===== src/rtl/sfp_pkg.sv =====
// Shared definitions for the multi-channel special-function processor:
// FSM state encoding and saturation bound helpers.
package sfp_pkg;

    typedef enum logic [1:0] {
        IDLE  = 2'd0,
        ACCUM = 2'd1,
        OUT   = 2'd2
    } sfp_state_e;

    localparam int DEF_COL     = 8;
    localparam int DEF_PSUM_BW = 16;
    localparam int DEF_LEN_BW  = 4;

    // Largest and smallest representable signed value for a bw-bit lane.
    function automatic longint sat_max_val(input int bw);
        return (longint'(1) <<< (bw - 1)) - longint'(1);
    endfunction

    function automatic longint sat_min_val(input int bw);
        return -(longint'(1) <<< (bw - 1));
    endfunction

endpackage


===== src/rtl/sfp_lane.sv =====
// One channel: signed saturating accumulator with optional ReLU on the output.
// Latency: accumulator updates on the edge after add_en; out_dat is combinational.
// Backpressure: none locally; the top qualifies clr/add_en with its handshakes.
module sfp_lane
    import sfp_pkg::*;
#(
    parameter int psum_bw = DEF_PSUM_BW
) (
    input  logic               clk,
    input  logic               reset,
    input  logic               clr,
    input  logic               add_en,
    input  logic               relu,
    input  logic [psum_bw-1:0] in_dat,
    output logic [psum_bw-1:0] out_dat
);

    localparam logic signed [psum_bw:0] SUM_MAX = (psum_bw + 1)'(sat_max_val(psum_bw));
    localparam logic signed [psum_bw:0] SUM_MIN = (psum_bw + 1)'(sat_min_val(psum_bw));

    logic signed [psum_bw-1:0] acc_q;
    logic signed [psum_bw-1:0] acc_d;
    logic signed [psum_bw:0]   sum_w;
    logic signed [psum_bw-1:0] sat_w;

    // One guard bit is enough: two in-range operands cannot overflow psum_bw+1.
    always_comb begin
        sum_w = $signed({acc_q[psum_bw-1], acc_q}) + $signed({in_dat[psum_bw-1], in_dat});
        if (sum_w > SUM_MAX) begin
            sat_w = SUM_MAX[psum_bw-1:0];
        end else if (sum_w < SUM_MIN) begin
            sat_w = SUM_MIN[psum_bw-1:0];
        end else begin
            sat_w = sum_w[psum_bw-1:0];
        end
    end

    always_comb begin
        acc_d = acc_q;
        if (clr) begin
            acc_d = '0;
        end else if (add_en) begin
            acc_d = sat_w;
        end
    end

    always_ff @(posedge clk) begin
        if (reset) begin
            acc_q <= '0;
        end else begin
            acc_q <= acc_d;
        end
    end

    assign out_dat = (relu && acc_q[psum_bw-1]) ? '0 : acc_q;

endmodule


===== src/rtl/sfp_accum_array.sv =====
// Accumulates cfg_len col-wide psum vectors per job, then emits one (optionally ReLU'd) vector.
// Latency: N back-to-back beats -> out_valid after the Nth accept edge; done one cycle after output accept.
// Backpressure: in_ready only in ACCUM, out_valid only in OUT; stalls extend the state, never drop data.
module sfp_accum_array
    import sfp_pkg::*;
#(
    parameter int col     = DEF_COL,
    parameter int psum_bw = DEF_PSUM_BW,
    parameter int len_bw  = DEF_LEN_BW
) (
    input  logic                   clk,
    input  logic                   reset,
    input  logic                   start,
    input  logic [len_bw-1:0]      cfg_len,
    input  logic                   cfg_relu,
    output logic                   busy,
    input  logic                   in_valid,
    output logic                   in_ready,
    input  logic [col*psum_bw-1:0] in_data,
    output logic                   out_valid,
    input  logic                   out_ready,
    output logic [col*psum_bw-1:0] out_data,
    output logic                   done
);

    localparam logic [len_bw-1:0] LEN_ONE = len_bw'(1);

    sfp_state_e        state_q, state_d;
    logic [len_bw-1:0] cnt_q, cnt_d;
    logic [len_bw-1:0] len_q, len_d;
    logic              relu_q, relu_d;
    logic              done_q, done_d;

    logic start_acc;
    logic beat_acc;
    logic out_acc;
    logic last_beat;

    assign start_acc = (state_q == IDLE) && start;
    assign beat_acc  = in_valid && in_ready;
    assign out_acc   = out_valid && out_ready;
    assign last_beat = (cnt_q == len_q - LEN_ONE);

    always_comb begin
        state_d = state_q;
        cnt_d   = cnt_q;
        len_d   = len_q;
        relu_d  = relu_q;
        done_d  = 1'b0;
        unique case (state_q)
            IDLE: begin
                if (start) begin
                    state_d = ACCUM;
                    cnt_d   = '0;
                    // A zero length would never reach last_beat; treat it as a single beat.
                    len_d   = (cfg_len == '0) ? LEN_ONE : cfg_len;
                    relu_d  = cfg_relu;
                end
            end
            ACCUM: begin
                if (beat_acc) begin
                    if (last_beat) begin
                        state_d = OUT;
                        cnt_d   = '0;
                    end else begin
                        cnt_d = cnt_q + LEN_ONE;
                    end
                end
            end
            OUT: begin
                if (out_acc) begin
                    state_d = IDLE;
                    done_d  = 1'b1;
                end
            end
            default: begin
                state_d = IDLE;
            end
        endcase
    end

    always_ff @(posedge clk) begin
        if (reset) begin
            state_q <= IDLE;
            cnt_q   <= '0;
            len_q   <= LEN_ONE;
            relu_q  <= 1'b0;
            done_q  <= 1'b0;
        end else begin
            state_q <= state_d;
            cnt_q   <= cnt_d;
            len_q   <= len_d;
            relu_q  <= relu_d;
            done_q  <= done_d;
        end
    end

    assign busy      = (state_q != IDLE);
    assign in_ready  = (state_q == ACCUM);
    assign out_valid = (state_q == OUT);
    assign done      = done_q;

    for (genvar c = 0; c < col; c++) begin : g_lane
        sfp_lane #(
            .psum_bw(psum_bw)
        ) u_lane (
            .clk    (clk),
            .reset  (reset),
            .clr    (start_acc),
            .add_en (beat_acc),
            .relu   (relu_q),
            .in_dat (in_data[c*psum_bw +: psum_bw]),
            .out_dat(out_data[c*psum_bw +: psum_bw])
        );
    end

endmodule


===== config.mk =====
export PLATFORM = sky130hd
export DESIGN_NAME = sfp_accum_array
export DESIGN_NICKNAME = d
export VERILOG_FILES = /design/src/rtl/sfp_pkg.sv /design/src/rtl/sfp_lane.sv /design/src/rtl/sfp_accum_array.sv
export SDC_FILE = /design/constraint.sdc
export NUM_CORES = 1
export LEC_CHECK = 0
export BUFFER_PORTS_ARGS = -buffer_cell sky130_fd_sc_hd__buf_2
export CORE_MARGIN = 1.5
export CORE_UTILIZATION = 30
export CTS_CLUSTER_SIZE = 8
export DETAILED_ROUTE_END_ITERATION = 10
export GPL_TIMING_DRIVEN = 0
export SETUP_SLACK_MARGIN = 0.1
export SLEW_MARGIN = 20
export SYNTH_ARGS = -nofsm -noshare
export SYNTH_HDL_FRONTEND = slang
export SYNTH_SLANG_ARGS = --single-unit

===== constraint.sdc =====
create_clock -name clk -period 7.5 [get_ports clk]
set_input_delay 0.375 -clock clk [delete_from_list [all_inputs] [get_ports clk]]
set_output_delay 0.375 -clock clk [all_outputs]
set_load 0.01 [all_outputs]

Yosys cells after proc, flatten, opt, wreduce, memory -nomap -nowiden --
Cells that the tools add are included.
Storage, ports and cells: word-level logic and storage cells 102, register bits 140, output and inout bits 132, input bits 138
Cells by class: eq/ne operators 7, reductions and logical operators 20, muxes and demuxes 35, $lt $le $gt $ge 16, bitwise gates (word level) 1, add/sub/neg operators 10
Operator list (number):
- $mux 16 | 24
- $add 16x16->17 | 8
- $gt 17x16->1 const B | 8
- $lt 17x16->1 const B | 8
- $mux 4 | 4
- $logic_and 1x1->1 | 11
- $mux 2 | 4
- $pmux 4 s2 | 1
- $ne 2x1->1 const B | 3
- $pmux 2 s3 | 1
- $add 4x1->4 const B | 1
- $eq 4x4->1 | 1
- $logic_not 4->1 | 1
- $reduce_and 4->1 | 1
- $reduce_bool 2->1 | 2
- $reduce_or 2->1 | 2
- $sub 4x1->4 const B | 1
- $reduce_and 3->1 | 1
- $eq 2x1->1 const B | 1
- $eq 2x2->1 const B | 1
- $logic_not 2->1 | 1
- $ne 2x2->1 const B | 1
- $reduce_and 2->1 | 1
- $mux 1 | 1
- $not 1->1 | 1

Logic depth before layout (Yosys ltp) --
Gate-level depths: netlist of the first run.
depth after elaboration 5, depth in mapped cells 14, mapped depth without buffers 12

Cells and area by module --
From an unflattened synthesis of the first run, not the netlist that was laid out.
Unflattened totals: cells, all modules 1650, area total of the unflattened synthesis 12858.6 um^2
By module, submodules not included:
- sfp_lane | cells each 197, instances 8, area an instance 1525.2 um^2, sequential area each 320.3 um^2
- sfp_accum_array | cells each 74, instances 1, area an instance 656.9 um^2, sequential area each 240.2 um^2

Least setup slack after synthesis of the first run --
OpenSTA, ideal clock, no wires.
kind in2reg, start input port in_data[0], end register g_lane[0].u_lane.acc_q[10], buffers on the path 1, library setup time 0.066 ns, data arrival time 2.829 ns, slack 4.605 ns, cell stages on the path 13, data required time 7.434 ns, cells stage by stage ha_1 -> inv_1 -> fa_1 -> and2b_1 -> o31ai_2 -> a211oi_2 -> nor2_1 -> a221o_1 -> o21ai_2 -> a31oi_4 -> buf_6 -> maj3_2 -> a21oi_2
Between the ends: word-level cells in the longest chain between the ends 4, elaborated cells between the ends (all ways) 5, those cells by class add/sub: 1; order compare: 2; mux: 2
RTL lines:
- start, declared | line sfp_accum_array.sv:19 | input logic [col*psum_bw-1:0] in_data,
- $add 16x16->17 * | line sfp_lane.sv:28 | sum_w = $signed({acc_q[psum_bw-1], acc_q}) + $signed({in_dat[psum_bw-1], in_dat});
- $lt 17x16->1 | line sfp_lane.sv:31 | end else if (sum_w < SUM_MIN) begin
- $mux 16 | line sfp_lane.sv:31
- $mux 16 * | line sfp_lane.sv:29 | if (sum_w > SUM_MAX) begin
- end signal, assigned | line sfp_lane.sv:49 | acc_q <= '0;
- end signal, assigned | line sfp_lane.sv:51 | acc_q <= acc_d;
- end, declared | line sfp_lane.sv:21 | logic signed [psum_bw-1:0] acc_q;
Mark *: on every way between the ends. The rest lies on a longest branch, timed or not. A chain may end at the register's enable or synchronous reset.

Worst setup path after layout of the first run --
start register relu_q, end output port out_data[102]
Between the ends: word-level cells in the longest chain between the ends 2
RTL lines:
- start, declared | line sfp_accum_array.sv:31 | logic relu_q, relu_d;
- start signal, assigned | line sfp_accum_array.sv:93 | relu_q <= relu_d;
- $logic_and 1x1->1 | line sfp_lane.sv:55 | assign out_dat = (relu && acc_q[psum_bw-1]) ? '0 : acc_q;
- $mux 16 | line sfp_lane.sv:55
- end, declared | line sfp_accum_array.sv:22 | output logic [col*psum_bw-1:0] out_data,
No other way between the ends.

==> flow_metrics.py, run 1 <==
metrics = {
    "power_and_ir_drop": {
        "leakage_nw": 6.95,
        "p_per_area_nw_per_um2": 189,
        "vdd_ir_drop_max_mv": 0.148,
    },
    "place": {
        "gp_congestion": 0.885,
        "pre_cts_ws_ns": 4.03,
        "portBuffers": 268,
        "dp_hpwl_um": 32800,
    },
    "timing": {
        "slew_headroom_pct": 32.7,
        "finalMaxSlewViolations": 0,
        "period_share_pct": 46.7,
        "setup_violations": 0,
        "period_needed_ns": 3.50,
        "worstMarginPinSlew_ns": 1.01,
        "clock.fmax_mhz": 286,
        "fin_skew_ns": 0.0110,
        "rsz0062_at_grt": "no",
        "setup_ws_ns": 4.00,
        "hold_viol": 0,
        "fin_tns_setup_ns": 0,
    },
    "die": {
        "ioPinCount": 270,
        "fp.dieH_um": 210,
        "fp.coreArea_um2": 42100,
        "die-area_um2": 44100,
        "die_x_um": 210,
        "rows": 75,
        "initial_core_util_pct": 30.5,
    },
    "synthesis": {
        "avgSynthCellArea_um2": 7.93,
        "ys_seq_area_share_pct": 21.8,
        "async_reset_ff_share_pct": 0,
        "synth_top_area_share_pct": 21.8,
        "netlist_top_cells_area": "dfxtp_1, ha_1, a21oi_1",
        "ys_top_cells_by_count": "a21oi_1, o21ai_0, dfxtp_1, ha_1, and2_1",
        "yosys_warnings": 0,
        "synth_cell_types": 84,
        "synth_cells": 1620,
        "ys_seq_elements": 140,
        "synth_nets": 1896,
        "synth_area_leader_cell": "dfxtp_1",
        "synth_most_common_cell": "a21oi_1",
        "ys.flop_type": "dfxtp_1",
        "syn-cell-area_um2": 12800,
        "synth_edf_count": 0,
    },
    "grt": {
        "grt.total_usage_pct": 18.8,
        "grt_first_pass_wirelength_um": 65000,
        "overflow": 0,
        "grt_pass1_vias": 12200,
        "grt_max_degree": 17,
        "antenna_found_initial": 3,
    },
    "setup_path": {
        "critPathMaxFanout": 10,
        "path_common_cell": "clkbuf_1",
        "r2r-end": "g_lane[7].u_lane.acc_q[8]",
        "cp-endpoint": "out_data[102]",
        "worst_ep_required_time_ns": 7.12,
        "r2r_slack_ns": 4.07,
        "reg2reg_depth": 12,
        "cp_cell_sequence": "clkbuf_1 -> nand2_1 -> clkbuf_1 -> and2_1 -> buf_2",
        "cpMaxStageDelayCell": "clkbuf_1",
        "critPathLaunch": "relu_q",
        "cpPeakStageDelay_ns": 0.82,
        "arrival_ns": 3.13,
        "critical_path_class": "register to output pin",
        "end_kind": "output pin",
        "startpoint_type": "register",
        "r2r-start": "g_lane[7].u_lane.acc_q[0]",
    },
    "routing": {
        "wirelength_um": 42400,
        "post_drt_wl_per_cell_um": 17.2,
        "avgViaCountPerCell": 5.18,
        "firstDrtPassIters": 7,
        "num_vias": 12700,
        "first_iter_violations": 634,
        "antenna_left": 0,
        "drcViolationCount": 0,
    },
    "cts": {
        "root_buffer": "clkbuf_16",
        "cts_tree": "done",
        "hold_buffers": 0,
        "cts_made_buffers": 17,
        "cts_max_level": 4,
        "clk_pin_slew_ns": 0.06,
        "clk_path_buf_depth": 2,
        "cts.sinks": 140,
        "worstSkewPairLatency_ns": 0.44,
        "cts_resized": 0,
        "post-cts-setup-buffers": 0,
    },
    "run_status": {
        "status": "finished clean",
    },
    "cells_and_area": {
        "multi_input_area_um2": 9480,
        "fill_cells": 4409,
        "layout-drive-gt1-share_pct": 20.2,
        "seq_area_um2": 2800,
        "area_growth_pct": 20.9,
        "final_util_pct": 36.9,
        "finalNetCount": 2183,
    },
    "hold_path": {
        "hold_class": "input port to register",
    },
    "flow_run": {
        "drv_cap": 0,
    },
}
-- per-layer routing --
metal / global-route usage (%) / vias to the layer above / wire length [um] / part of all wire [%]
met5: 0 / - / 12 / 0.028
met4: 6.95 / 2 / 1110 / 2.6
met3: 2.99 / 50 / 1700 / 4.0
met2: 30.9 / 275 / 19700 / 46
met1: 24.7 / 5982 / 19900 / 47
li1: - / 6433 / - / -
-- sequential cells by signal (all words and copies together) (netlist names) --
register             cells
relu_q                   1
cnt_q                    4
state_q                  2
len_q                    4
g_lane.u_lane.acc_q    128
done                     1
-- placed cells by master (no fill, tap or decap), drive strengths merged, types with 5 or more instances in the layout --
master    n
fa        8
clkbuf   85
nand4     7
a21oi   224
o21ai   192
nor3     33
inv      56
buf     284
o41ai     5
maj3     82
nand3    27
nor2b    33
a31oi    15
o21bai   11
a211oi   17
xor2     56
ha      130
nand2    74
o31a      9
o211ai    8
or3       9
nand3b    5
o31ai    15
xnor2    50
and3      9
and2    117
nor2     86
o21a     24
dfxtp   140
a21o     33
nand2b   17
-- critical path: cells and delay by family (launching register included) --
family / cells / cell delay (ns)
flip-flops: 1 / 0.81
buffers and inverters: 3 / 1.28
AND/OR/NAND/NOR: 2 / 0.59
-- cell type report --
| type | instances | area share, % |
|---|---|---|
| diodes | 2 | 0.0322 |
| plain buffers | 77 | 2.30 |
| clock buffers | 24 | 3.29 |
| clock inverters | 8 | 0.983 |
| inverters | 55 | 1.33 |
| multi-input cells | 1348 | 61.0 |
| flip-flops and latches | 140 | 18.0 |
| well taps | 539 | 4.34 |
| repair buffers | 268 | 8.63 |
-- report_power, final --
group	total [mW]	internal [mW]	switching, mW
combinational	1.10	0.465	0.638
sequential	0.850	0.800	0.0503
clock	0.983	0.613	0.370
total	2.94	1.88	1.06
-- logic make-up after synthesis --
group,synth area share (%)
AO/OA/AOI/OAI,28.0
XOR/XNOR,7.40
adder cells (fa/ha/maj),20.6
buffers and inverters,4.37
flip-flops,21.8
multiplexers,0.448
AND/OR/NAND/NOR,17.4
-- stage by stage --
step / instances / power, mW / cell area (um^2) / hold WS [ns]
after floorplan: 1620 / 1.65 / 12800 / 0.438
after global placement: 2427 / 1.95 / 14900 / 0.449
after detailed placement: 2427 / 1.96 / 14900 / 0.462
after CTS: 2459 / 2.97 / 15500 / 0.157
after global routing: 2461 / 3.12 / 15500 / 0.185
final: 2461 / 2.94 / 15500 / 0.193
-- worst min path at each step --
stage                                    start                         end  depth (start not counted)
global placement    g_lane[6].u_lane.acc_q[14]  g_lane[6].u_lane.acc_q[14]                          2
floorplan           g_lane[6].u_lane.acc_q[13]  g_lane[6].u_lane.acc_q[13]                          2
finish                                cfg_relu                      relu_q                          3
detailed placement   g_lane[6].u_lane.acc_q[4]   g_lane[6].u_lane.acc_q[4]                          2
global route                         out_ready                        done                          2
CTS                                   cfg_relu                      relu_q                          3
Note: power is estimated with default switching activity, not from simulation.
==> inputs of run 2 (changes only) <==
Settings changed: ABC_AREA from default to 1.
Clock period 7.5 ns to 3.4 ns, I/O delays scaled along.
==> flow_metrics.py, run 2 <==
metrics = {
    "grt": {
        "grt.total_usage_pct": 19.0,
        "grt_max_degree": 17,
        "grt_first_pass_wirelength_um": 70100,
        "grt_pass1_vias": 13900,
        "antenna_found_initial": 9,
        "overflow": 0,
    },
    "synthesis": {
        "synth_most_common_cell": "nand2_1",
        "synth_cells": 2244,
        "synth_cell_types": 47,
        "ys.flop_type": "dfxtp_1",
        "ys_seq_elements": 140,
        "netlist_top_cells_area": "dfxtp_1, nand2_1, ha_1",
        "ys_top_cells_by_count": "nand2_1, inv_1, nor2_1, a21oi_1, dfxtp_1",
        "async_reset_ff_share_pct": 0,
        "avgSynthCellArea_um2": 6.12,
        "synth_top_area_share_pct": 20.4,
        "yosys_warnings": 0,
        "syn-cell-area_um2": 13700,
        "synth_area_leader_cell": "dfxtp_1",
        "synth_nets": 2520,
        "synth_edf_count": 0,
        "ys_seq_area_share_pct": 20.4,
    },
    "timing": {
        "period_needed_ns": 2.98,
        "clock.fmax_mhz": 336,
        "setup_ws_ns": 0.419,
        "finalMaxSlewViolations": 0,
        "hold_viol": 0,
        "fin_skew_ns": 0.00877,
        "slew_headroom_pct": 42.9,
        "fin_tns_setup_ns": 0,
        "worstMarginPinSlew_ns": 0.857,
        "setup_violations": 0,
        "period_share_pct": 87.7,
        "rsz0062_at_grt": "no",
    },
    "cells_and_area": {
        "area_growth_pct": 20.3,
        "finalNetCount": 2817,
        "final_util_pct": 36.5,
        "top_regs": "g_lane.u_lane.acc_q: 128 flops, cnt_q: 4 flops, len_q: 4 flops",
        "mostFrequentLayoutCells": "nand2_1, inv_1, nor2_1",
        "final_cells": 3160,
        "final_common_cell": "nand2_1",
        "top_register": "g_lane.u_lane.acc_q",
        "largest_register_ffs": 128,
        "layout-drive-gt1-share_pct": 17.1,
    },
    "hold_path": {
        "hold_class": "input port to register",
        "hold_start": "in_data[80]",
        "hold_depth": 4,
        "holdPathEnd": "g_lane[5].u_lane.acc_q[0]",
    },
    "setup_path": {
        "critPathMaxFanout": 10,
        "end_kind": "output pin",
        "r2r-start": "g_lane[5].u_lane.acc_q[0]",
        "arrival_ns": 2.81,
        "startpoint_type": "register",
        "reg2reg_depth": 14,
        "r2r_slack_ns": 0.95,
        "r2r-end": "g_lane[5].u_lane.acc_q[11]",
        "critical_path_class": "register to output pin",
        "worst_ep_required_time_ns": 3.23,
    },
    "power_and_ir_drop": {
        "p_per_area_nw_per_um2": 487,
        "cell_internal_pwr_mw": 4.48,
        "vdd_ir_drop_max_mv": 0.302,
        "p_seq_share_pct": 25.7,
        "sw_frac_of_total_pct": 44.5,
        "p_comb_share_pct": 49.8,
        "leakage_nw": 9.00,
        "power_mw": 8.06,
        "clkPwrFrac_pct": 24.6,
        "switchingPower_mw": 3.58,
    },
    "die": {
        "fp.coreArea_um2": 45300,
        "die_x_um": 217,
        "fp.dieH_um": 217,
        "ioPinCount": 270,
        "rows": 78,
        "initial_core_util_pct": 30.3,
        "die-area_um2": 47100,
    },
    "routing": {
        "avgViaCountPerCell": 4.57,
        "first_iter_violations": 671,
        "drcViolationCount": 0,
        "post_drt_wl_per_cell_um": 14.0,
        "antenna_left": 0,
        "wirelength_um": 44100,
        "num_vias": 14500,
        "firstDrtPassIters": 5,
    },
    "cts": {
        "cts_made_buffers": 17,
        "clk_pin_slew_ns": 0.07,
        "cts_max_level": 4,
        "clk_path_buf_depth": 2,
        "post-cts-setup-buffers": 0,
        "cts_tree": "done",
        "root_buffer": "clkbuf_16",
        "worstSkewPairLatency_ns": 0.50,
        "cts_resized": 0,
        "cts.sinks": 140,
    },
    "place": {
        "dp_cells": 3113,
        "portBuffers": 269,
        "pre_cts_ws_ns": 0.784,
        "dp_hpwl_um": 35000,
        "gp_congestion": 0.897,
    },
    "run_status": {
        "status": "finished clean",
    },
    "flow_run": {
        "drv_cap": 0,
    },
}
run 2: cell type report:
type | count | area, um^2
fill | 4959 | 28800
buffer | 58 | 362
antenna | 6 | 15.0
timing repair buffer | 278 | 1440
sequential | 140 | 2800
inverter | 358 | 1340
clock buffer | 20 | 467
tap | 600 | 751
multi-input combinational | 1688 | 9230
clock inverter | 12 | 120
run 2: logic make-up after synthesis:
logic type / Yosys count / share of synthesized area [%]
fa+ha+maj: 138 / 13.0
flops: 140 / 20.4
simple gates: 1101 / 33.8
buf+inv: 416 / 12.4
xor+xnor: 93 / 5.93
compound gates: 356 / 14.5
run 2: worst max-delay path: stages, from the launching register on:
cell and delay (ns):
dfxtp_1 0.30, buf_2 0.33, clkbuf_1 0.68, nand2_1 0.11, inv_1 0.21, buf_1 0.44, nor2_1 0.08, buf_2 0.15
run 2: power groups by stage:
stage / clock (mW) / combinational (mW) / sequential, mW
after global placement: 0 / 3.99 / 2.09
after global routing: 2.11 / 4.56 / 2.10
after detailed placement: 0 / 4.03 / 2.10
final: 1.98 / 4.01 / 2.07
after floorplan: 0 / 2.94 / 2.04
after CTS: 2.08 / 4.06 / 2.07
run 2: worst max-delay path by stage:
| stage | start | end | slack, ns | depth (start not counted) |
|---|---|---|---|---|
| global placement | relu_q | out_data[101] | 0.80 | 7 |
| global route | relu_q | out_data[108] | 0.17 | 7 |
| finish | relu_q | out_data[109] | 0.42 | 7 |
| CTS | relu_q | out_data[110] | 0.21 | 7 |
| floorplan | g_lane[1].u_lane.acc_q[0] | g_lane[1].u_lane.acc_q[14] | 1.34 | 16 |
| detailed placement | relu_q | out_data[110] | 0.78 | 7 |
run 2: repair_timing:
item	4_1_cts	5_1_grt
hold endpoints to repair	8	0
hold buffers	9	0
setup endpoints to repair	0	0
run 2: metal layers:
metal | global-route usage, % | vias up | share of wire [%]
met2 | 31.7 | 292 | 46
li1 | - | 7635 | -
met3 | 3.86 | 50 | 5.0
met1 | 24.0 | 6471 | 47
met5 | 0 | - | 0.050
met4 | 7.29 | 4 | 2.3
run 2: metrics by stage:
stage               hold slack, ns  area (um^2)
floorplan                    0.239        13700
detailed placement           0.412        15800
global placement             0.418        15800
CTS                         0.0467        16500
finish                      0.0896        16500
global route                 0.106        16500
==> inputs of run 3 (changes only) <==
Settings changed: ABC_AREA 1 to default.
==> flow_metrics.py, run 3 (same netlist as run 1, synthesis figures left out) <==
metrics = {
    "cts": {
        "root_buffer": "clkbuf_16",
        "cts_tree": "done",
        "cts.sinks": 140,
        "worstSkewPairLatency_ns": 0.45,
        "cts_made_buffers": 17,
        "clk_pin_slew_ns": 0.07,
        "cts_max_level": 4,
        "clk_path_buf_depth": 2,
    },
    "power_and_ir_drop": {
        "p_per_area_nw_per_um2": 415,
        "sw_frac_of_total_pct": 36.1,
        "p_comb_share_pct": 37.9,
        "cell_internal_pwr_mw": 4.16,
        "switchingPower_mw": 2.35,
        "power_mw": 6.51,
        "leakage_nw": 7.02,
        "clkPwrFrac_pct": 33.3,
        "p_seq_share_pct": 28.8,
        "vdd_ir_drop_max_mv": 0.329,
    },
    "place": {
        "dp_hpwl_um": 32800,
        "gp_congestion": 0.885,
        "portBuffers": 268,
        "place_area_um2": 14900,
        "dp_cells": 2427,
    },
    "timing": {
        "holdWs_ns": 0.0451,
        "rsz0062_at_grt": "no",
        "period_needed_ns": 3.12,
        "finalMaxSlewViolations": 0,
        "setup_violations": 0,
        "worstMarginPinSlew_ns": 0.911,
        "hold_viol": 0,
        "slew_headroom_pct": 39.3,
        "period_share_pct": 91.9,
        "clock.fmax_mhz": 320,
        "fin_skew_ns": 0.0115,
    },
    "hold_path": {
        "hold_depth": 3,
        "hold_start": "in_valid",
        "hold_class": "input port to register",
        "holdPathEnd": "state_q[0]",
    },
    "setup_path": {
        "end_kind": "register",
        "r2r_slack_ns": 0.28,
        "cpMaxStageDelayCell": "fa_1",
        "r2r-end": "g_lane[0].u_lane.acc_q[10]",
        "reg2reg_depth": 13,
        "critPathMaxFanout": 10,
        "cpPeakStageDelay_ns": 0.39,
        "critPathLaunch": "g_lane[0].u_lane.acc_q[0]",
        "startpoint_type": "register",
        "critical_path_class": "register to register",
        "r2r-start": "g_lane[0].u_lane.acc_q[0]",
        "cp_cell_sequence": "ha_2 -> inv_1 -> fa_1 -> and2b_1 -> o31ai_2 -> a211oi_2 -> nor2_1 -> a221o_1 -> o21ai_4 -> a31oi_4 -> buf_6 -> maj3_2 -> a21oi_2",
        "arrival_ns": 3.50,
        "worst_ep_required_time_ns": 3.78,
    },
    "cells_and_area": {
        "largest_register_ffs": 128,
        "mostFrequentLayoutCells": "buf_2, a21oi_1, o21ai_0",
        "finalNetCount": 2194,
        "final_common_cell": "buf_2",
        "stdcell_area_um2": 15700,
        "top_regs": "g_lane.u_lane.acc_q: 128 flops, cnt_q: 4 flops, len_q: 4 flops",
        "multi_input_area_um2": 9540,
        "layout-drive-gt1-share_pct": 20.9,
        "final_cells": 2472,
        "seq_area_um2": 2800,
        "top_register": "g_lane.u_lane.acc_q",
        "area_growth_pct": 22.2,
        "fill_cells": 4392,
    },
    "flow_run": {
        "drv_cap": 0,
    },
    "routing": {
        "avgViaCountPerCell": 5.17,
        "antenna_left": 0,
        "drcViolationCount": 0,
        "post_drt_wl_per_cell_um": 17.2,
        "firstDrtPassIters": 7,
        "wirelength_um": 42600,
        "num_vias": 12800,
        "first_iter_violations": 619,
    },
    "die": {
        "rows": 75,
        "ioPinCount": 270,
        "die-area_um2": 44100,
        "die_x_um": 210,
        "initial_core_util_pct": 30.5,
        "fp.dieH_um": 210,
        "fp.coreArea_um2": 42100,
    },
    "grt": {
        "overflow": 0,
        "grt.total_usage_pct": 18.8,
        "antenna_found_initial": 3,
        "grt_first_pass_wirelength_um": 65100,
        "grt_max_degree": 17,
        "grt_pass1_vias": 12200,
    },
    "run_status": {
        "status": "finished clean",
    },
}
[run 3: changes by cell type in the layout (fill, tap and decap cells not counted), moves of 23 or more]
cell	before	now
a21o_1	2	33
a21oi_1	169	212
and2_1	15	117
clkbuf_1	22	58
inv_1	349	55
maj3_1	0	48
maj3_2	0	34
nand2_1	561	74
nand2_2	29	0
nand3_1	100	27
nor2_1	317	86
nor2b_1	0	32
o21a_1	1	24
o21ai_0	127	170
[run 3: power by group through the flow]
stage | combinational [mW] | clock, mW | sequential [mW]
after global placement | 2.39 | 0 | 1.91
after global routing | 2.74 | 2.29 | 1.89
final | 2.47 | 2.17 | 1.87
after detailed placement | 2.42 | 0 | 1.91
after CTS | 2.45 | 2.24 | 1.87
after floorplan | 1.77 | 0 | 1.86
[run 3: final cells by class]
cell class / count / area share, %
multi-input cells: 1348 / 60.8
diodes: 2 / 0.0319
inverters: 55 / 1.32
clock inverters: 8 / 0.972
well taps: 539 / 4.30
flip-flops and latches: 140 / 17.9
clock buffers: 24 / 3.26
repair buffers: 279 / 9.17
plain buffers: 77 / 2.33
[run 3: what timing repair did]
item,4_1_cts,5_1_grt
gates cloned,0,0
endpoints found under the setup margin,38,72
setup buffers,0,5
pin swaps,0,3
resized for setup,2,13
endpoints found under the hold margin,6,0
hold buffers,6,0
[run 3: through the flow]
| stage | util, % | worst slack [ns] | TNS [ns] |
|---|---|---|---|
| finish | 37.3 | 0.275 | 0 |
| global placement | 35.3 | -0.0661 | -0.164 |
| CTS | 37.0 | 0.197 | 0 |
| detailed placement | 35.3 | 0.0660 | 0 |
| global route | 37.3 | 0.104 | 0 |
| floorplan | - | 0.555 | 0 |
[run 3: worst max-delay path by stage]
stage                                             to  slack, ns  cells past startpoint
final                     g_lane[0].u_lane.acc_q[10]       0.28                     13
after global routing      g_lane[1].u_lane.acc_q[14]       0.10                     14
after CTS                 g_lane[7].u_lane.acc_q[13]       0.20                     12
after detailed placement   g_lane[7].u_lane.acc_q[8]       0.07                     12
after global placement                   out_data[1]      -0.07                      4
after floorplan           g_lane[0].u_lane.acc_q[10]       0.56                     13
[run 3: routing by layer]
layer	vias to the layer above	GRT usage, %	share of wire [%]
met4	2	6.95	2.3
met1	5998	24.7	47
met2	278	31.1	47
met5	-	0	0.028
met3	47	2.99	4.1
li1	6451	-	-
[run 3: critical path: cells and delay by family (launching register included)]
kind | cells | cell delay (ns)
flip-flops | 1 | 0.35
adder cells (fa/ha/maj) | 3 | 0.90
buffers and inverters | 2 | 0.25
AND/OR/NAND/NOR | 2 | 0.34
AO/OA/AOI/OAI | 6 | 1.22
